## src/rtl/lsu_mem_ctrl.sv

```systemverilog
// Load/store unit memory-side controller: one outstanding op, lane placement,
// load extraction/extension and a per-state timeout.
// Optional feature: define LSU_MISALIGN_TRAP_EN to trap misaligned half/word
// accesses instead of forcing them to alignment.
module lsu_mem_ctrl #(
  parameter int unsigned TIMEOUT_CYCLES = 255
) (
  input  logic        clk,
  input  logic        rst,
  input  logic        op_valid,
  input  logic        is_load,
  input  logic        zero_ext,
  input  logic [1:0]  size,
  input  logic [31:0] addr,
  input  logic [31:0] wdata,
  output logic        stall,
  output logic        mem_req,
  output logic        mem_we,
  output logic [31:0] mem_addr,
  output logic [3:0]  mem_be,
  output logic [31:0] mem_wdata,
  input  logic        mem_gnt,
  input  logic        mem_rvalid,
  input  logic [31:0] mem_rdata,
  output logic [31:0] load_data,
  output logic        load_valid,
  output logic        bus_err,
  output logic        misalign_err
);

  localparam int unsigned CNT_W = 8;
  localparam logic [CNT_W-1:0] CNT_LAST = CNT_W'(TIMEOUT_CYCLES - 1);

  typedef enum logic [1:0] {IDLE = 2'd0, REQ = 2'd1, RESP = 2'd2} state_e;

  state_e           state_q, state_d;
  logic [CNT_W-1:0] cnt_q, cnt_d;
  logic             is_load_q, is_load_d, zext_q, zext_d;
  logic [1:0]       size_q, size_d, off_q, off_d;
  logic [29:0]      addr_q, addr_d;
  logic [3:0]       be_q, be_d;
  logic [31:0]      wdata_q, wdata_d, load_data_q, load_data_d;
  logic             load_valid_q, load_valid_d, bus_err_q, bus_err_d;
  logic             accept_c, trap_c, stall_c;
  logic [1:0]       off_c;
  logic [3:0]       be_c;
  logic [31:0]      shifted_c, ext_c;

  // Lane offset and byte enables of the incoming op (halves/words forced aligned)
  always_comb begin
    off_c = addr[1:0];
    be_c  = 4'b1111;
    case (size)
      2'b00: be_c = 4'b0001 << addr[1:0];
      2'b01: begin
        off_c = {addr[1], 1'b0};
        be_c  = 4'b0011 << off_c;
      end
      default: off_c = 2'b00;
    endcase
  end

`ifdef LSU_MISALIGN_TRAP_EN
  logic mis_q, mis_d;
  // A trapped op is killed upstream while the error pulses, so it is not re-accepted
  assign trap_c   = ((size == 2'b01) & addr[0]) | (size[1] & (|addr[1:0]));
  assign accept_c = op_valid & ~mis_q;
  assign mis_d    = (state_q == IDLE) & accept_c & trap_c;

  // Misalign error pulse register
  always_ff @(posedge clk or posedge rst) begin
    if (rst) mis_q <= 1'b0;
    else     mis_q <= mis_d;
  end
  assign misalign_err = mis_q;
`else
  assign trap_c       = 1'b0;
  assign accept_c     = op_valid;
  assign misalign_err = 1'b0;
`endif

  // Extract the addressed lane from the read word and extend it
  always_comb begin
    shifted_c = mem_rdata >> {off_q, 3'b000};
    case (size_q)
      2'b00:   ext_c = {{24{shifted_c[7] & ~zext_q}}, shifted_c[7:0]};
      2'b01:   ext_c = {{16{shifted_c[15] & ~zext_q}}, shifted_c[15:0]};
      default: ext_c = shifted_c;
    endcase
  end

  // Next-state, capture and completion logic
  always_comb begin
    state_d      = state_q;
    is_load_d    = is_load_q;
    zext_d       = zext_q;
    size_d       = size_q;
    off_d        = off_q;
    addr_d       = addr_q;
    be_d         = be_q;
    wdata_d      = wdata_q;
    load_data_d  = load_data_q;
    load_valid_d = 1'b0;
    bus_err_d    = 1'b0;
    stall_c      = 1'b0;
    case (state_q)
      IDLE: begin
        if (accept_c) begin
          stall_c   = 1'b1;
          is_load_d = is_load;
          zext_d    = zero_ext;
          size_d    = size;
          off_d     = off_c;
          addr_d    = addr[31:2];
          be_d      = be_c;
          wdata_d   = wdata << {off_c, 3'b000};
          if (!trap_c) state_d = REQ;
        end
      end
      REQ: begin
        stall_c = 1'b1;
        if (mem_gnt) begin
          if (is_load_q) begin
            state_d = RESP;
          end else begin
            state_d = IDLE;
            stall_c = 1'b0;
          end
        end else if (cnt_q == CNT_LAST) begin
          state_d   = IDLE;
          bus_err_d = 1'b1;
          stall_c   = 1'b0;
        end
      end
      RESP: begin
        stall_c = 1'b1;
        if (mem_rvalid) begin
          state_d      = IDLE;
          load_data_d  = ext_c;
          load_valid_d = 1'b1;
          stall_c      = 1'b0;
        end else if (cnt_q == CNT_LAST) begin
          state_d   = IDLE;
          bus_err_d = 1'b1;
          stall_c   = 1'b0;
        end
      end
      default: state_d = IDLE;
    endcase
    cnt_d = ((state_q == IDLE) || (state_d != state_q)) ? '0 : cnt_q + CNT_W'(1);
  end

  // State and datapath registers
  always_ff @(posedge clk or posedge rst) begin
    if (rst) begin
      state_q      <= IDLE;
      cnt_q        <= '0;
      is_load_q    <= 1'b0;
      zext_q       <= 1'b0;
      size_q       <= 2'b00;
      off_q        <= 2'b00;
      addr_q       <= '0;
      be_q         <= '0;
      wdata_q      <= '0;
      load_data_q  <= '0;
      load_valid_q <= 1'b0;
      bus_err_q    <= 1'b0;
    end else begin
      state_q      <= state_d;
      cnt_q        <= cnt_d;
      is_load_q    <= is_load_d;
      zext_q       <= zext_d;
      size_q       <= size_d;
      off_q        <= off_d;
      addr_q       <= addr_d;
      be_q         <= be_d;
      wdata_q      <= wdata_d;
      load_data_q  <= load_data_d;
      load_valid_q <= load_valid_d;
      bus_err_q    <= bus_err_d;
    end
  end

  assign stall      = stall_c & ~rst;
  assign mem_req    = (state_q == REQ);
  assign mem_we     = (state_q == REQ) & ~is_load_q;
  assign mem_addr   = {addr_q, 2'b00};
  assign mem_be     = be_q;
  assign mem_wdata  = wdata_q;
  assign load_data  = load_data_q;
  assign load_valid = load_valid_q;
  assign bus_err    = bus_err_q;

endmodule
```

## config.mk

```make
export PLATFORM = sky130hd
export DESIGN_NAME = lsu_mem_ctrl
export DESIGN_NICKNAME = d
export VERILOG_FILES = /design/src/rtl/lsu_mem_ctrl.sv
export SDC_FILE = /design/constraint.sdc
export NUM_CORES = 1
export LEC_CHECK = 0
export ABC_AREA = 1
export CORE_MARGIN = 1
export CORE_UTILIZATION = 45
export DETAILED_ROUTE_END_ITERATION = 7
export HOLD_SLACK_MARGIN = 0.15
export PLACE_DENSITY = 0.88
export SYNTH_ARGS = -nofsm -noshare
export SYNTH_HDL_FRONTEND = slang
export SYNTH_SLANG_ARGS = --single-unit
```

## constraint.sdc

```tcl
create_clock -name clk -period 4.2 [get_ports clk]
set_clock_uncertainty 0.2 [all_clocks]
set_input_delay 0.42 -clock clk [delete_from_list [all_inputs] [get_ports clk]]
set_output_delay 0.42 -clock clk [all_outputs]
set_load 0.05 [all_outputs]
```

==> impl_metrics.py <==
metrics = {
    "yosys": {
        "yosysSeqAreaShare": 0.510,
        "yosysTopAreaCell": "dfrtp_1",
        "synth.most_common_cell": "nand2_1",
        "ys.flop_type": "dfrtp_1",
        "synth_area_um2": 5690,
        "ys_ff_latch": 116,
        "synth_common_cells": "nand2_1 (250), dfrtp_1 (116), o21ai_0 (66)",
        "synth_edf_count": 0,
        "synthCells": 690,
        "yosys.area.top_type_share": 0.510,
        "synth.avg_cell_area_um2": 8.24,
        "yosysWarnings": 0,
        "ys_types": 41,
        "ys_async_sr_fraction": 1.00,
        "yosys-top-cells-area": "dfrtp_1 (51%), nand2_1 (17%), o21ai_0 (5.8%), inv_1 (3.4%), nor2_1 (2.4%)",
    },
    "sta": {
        "relSlewSlack": 0.396,
        "hold_slack_ns": 0.273,
        "maxSlewViolCount": 0,
        "tns_ns": 0,
        "hold_violations": 0,
        "finalCritPeriodShare": 0.785,
        "worst_slew_pin_slew_ns": 0.906,
        "clock.fmax_ghz": 0.303,
        "layout_min_cycle_time_ns": 3.30,
        "setup_viol": 0,
        "rsz0062_at_grt": "false",
    },
    "run": {
        "cap_violations": 0,
    },
    "clock_tree": {
        "cts-resized-gates": 0,
        "root_buffer": "clkbuf_16",
        "cts_post_setup_buffers_inserted": 0,
        "clock-sinks": 116,
        "cts_tree": "yes",
        "htree_levels": 4,
        "path_clk_slew_ns": 0.06,
        "cts_hold_buf": 0,
        "cts_made_buffers": 17,
        "clock_latency_ns": 0.41,
        "clock_path_buffers": 2,
    },
    "detailed_routing": {
        "route.layer.met1.wl_mm": 6.67,
        "dr_wl_met2_mm": 7.82,
        "drtIter0Drc": 390,
        "route.detailed.drc": 0,
        "wl_met3_mm": 1.36,
        "wl_per_cell_um": 15.1,
        "wl_mm": 16.0,
        "vias_per_cell": 5.07,
        "ant_nets": 0,
        "highest_layer": "met4",
        "firstDrtPassIters": 5,
        "route.vias.total": 5401,
    },
    "die": {
        "fp.dieW_um": 114,
        "die_area_um2": 13100,
        "row_count": 40,
        "start_util": 0.468,
        "core_area_um2": 12200,
        "num_io_pins": 211,
        "dieHeight_um": 114,
    },
    "outcome": {
        "outcome": "complete, no violations",
    },
    "grt": {
        "overflow": 0,
        "grt_pass1_wl_mm": 25.8,
        "grt_max_degree": 71,
        "grtUsageTotal": 0.255,
        "grt_pass1_vias": 5228,
        "grt_antenna_before_repair": 0,
    },
    "final_layout": {
        "final_util": 0.690,
        "final_nets": 995,
        "design_area_um2": 8390,
        "areaGrowthSynthToFinish_pct": 47.5,
        "fillers": 944,
        "drive_gt1_frac": 0.0903,
        "num_antenna_cells": 0,
    },
    "power": {
        "seqPwrFrac": 0.261,
        "swShare": 0.488,
        "peakVddDrop_mv": 0.505,
        "p_total_uw": 7680,
        "p_sw_uw": 3750,
        "power.share.clock": 0.187,
        "power_frac_comb": 0.553,
        "power_leakage_uw": 0.00389,
        "p_int_uw": 3930,
        "power_density_nw_per_um2": 915,
    },
    "min_path": {
        "hold_class": "reg2reg",
    },
    "placed_design": {
        "io_buffers": 207,
        "place_hpwl_mm": 11.2,
        "place.gp.congestion": 0.858,
        "placed_cell_area_um2": 7800,
    },
    "setup_path": {
        "arrival_ns": 2.68,
        "cp_max_fo": 6,
        "cp-startpoint": "state_q[1]",
        "critPathKind": "reg2out",
        "critPathLaunchType": "flop",
        "r2r_end": "mem_wdata[16]",
        "crit_end": "stall",
        "r2r_slack_ns": 1.33,
        "ff2ff_path_depth": 8,
        "timing.rr.start": "state_q[1]",
        "cp.required_ns": 3.58,
        "end_kind": "output pin",
    },
}
==> metrics by stage <==
step / instances / setup WS (ns)
2_1_floorplan: 692 / 0.508
3_3_place_gp: 1033 / 1.22
3_5_place_dp: 1033 / 1.24
4_1_cts: 1065 / 0.904
5_1_grt: 1065 / 0.729
6_report: 1065 / 0.902
==> critical path, stage by stage (launching register included) <==
cell	delay [ns]
dfrtp_1	0.43
inv_1	0.13
ha_1	0.22
inv_1	0.08
o22ai_1	0.17
nand2_1	0.10
a311oi_1	0.28
clkdlybuf4s50_1	0.86
==> cells by family after synthesis <==
group                      after synthesis  share of synthesized area
adders and majority gates                6                     0.0132
other                                    1                   0.000659
muxes                                    3                    0.00528
buffers and inverters                  107                     0.0860
and+or+nand+nor                        310                      0.217
DFF                                    116                      0.510
AOI/OAI and AO/OA                      141                      0.158
xor gates and xnor gates                 6                    0.00924
==> state kept, by name (all words and copies together), names as in the netlist, 2 cells and up <==
register   count
state_q        2
cnt_q          8
off_q          2
mem_be         4
mem_wdata     32
size_q         2
addr_q        30
load_data     32
==> how the worst min path moves through the flow <==
stage,depth (start not counted),slack (ns),to,startpoint
final,2,0.27,addr_q[10],addr_q[10]
after global routing,2,0.28,load_data[7],load_data[7]
after CTS,2,0.28,addr_q[10],addr_q[10]
after detailed placement,2,0.27,addr_q[18],addr_q[18]
after global placement,2,0.26,addr_q[3],addr_q[3]
after floorplan,1,0.25,cnt_q[0],cnt_q[0]
==> cells in the final DEF, fill, tap and decap left out, types with 3 or more instances in the layout <==
cell type / netlist / final
a21oi_1: 15 / 15
buf_4: 4 / 7
bufinv_16: 0 / 3
clkbuf_16: 0 / 17
clkdlybuf4s50_1: 0 / 207
clkinv_2: 0 / 6
clkinvlp_4: 0 / 6
conb_1: 1 / 3
dfrtp_1: 116 / 116
ha_1: 6 / 6
inv_1: 51 / 50
inv_2: 13 / 13
mux2i_1: 3 / 3
nand2_1: 250 / 249
nand2_2: 4 / 5
nand3_1: 10 / 10
nor2_1: 36 / 36
o211ai_1: 13 / 13
o21ai_0: 66 / 66
o21ai_1: 8 / 8
o221ai_1: 10 / 10
o22ai_1: 9 / 9
o22ai_2: 10 / 10
o31ai_1: 4 / 4
xor2_1: 4 / 4
==> power groups by stage <==
stage / Clock (µW) / Sequential, µW / Combinational, µW
5_1_grt: 1500 / 2060 / 4500
4_1_cts: 1450 / 2000 / 4260
2_1_floorplan: 0 / 3520 / 1360
3_3_place_gp: 0 / 1990 / 4170
3_5_place_dp: 0 / 1990 / 4240
6_report: 1430 / 2000 / 4240
==> final cells by class <==
type,count,area [µm²],area share
sequential,116,2900,0.346
multi-input combinational,469,2300,0.275
timing repair buffer,214,2120,0.253
clock buffer,17,425,0.0507
inverter,66,258,0.0307
tap,168,210,0.0251
clock inverter,15,165,0.0197
==> metal layers <==
metal | vias up | track usage
met4 | 0 | 0.0874
li1 | 2611 | -
met2 | 215 | 0.424
met3 | 14 | 0.0868
met1 | 2561 | 0.311
met5 | - | 0
Note: power is estimated with default switching activity, not from simulation.
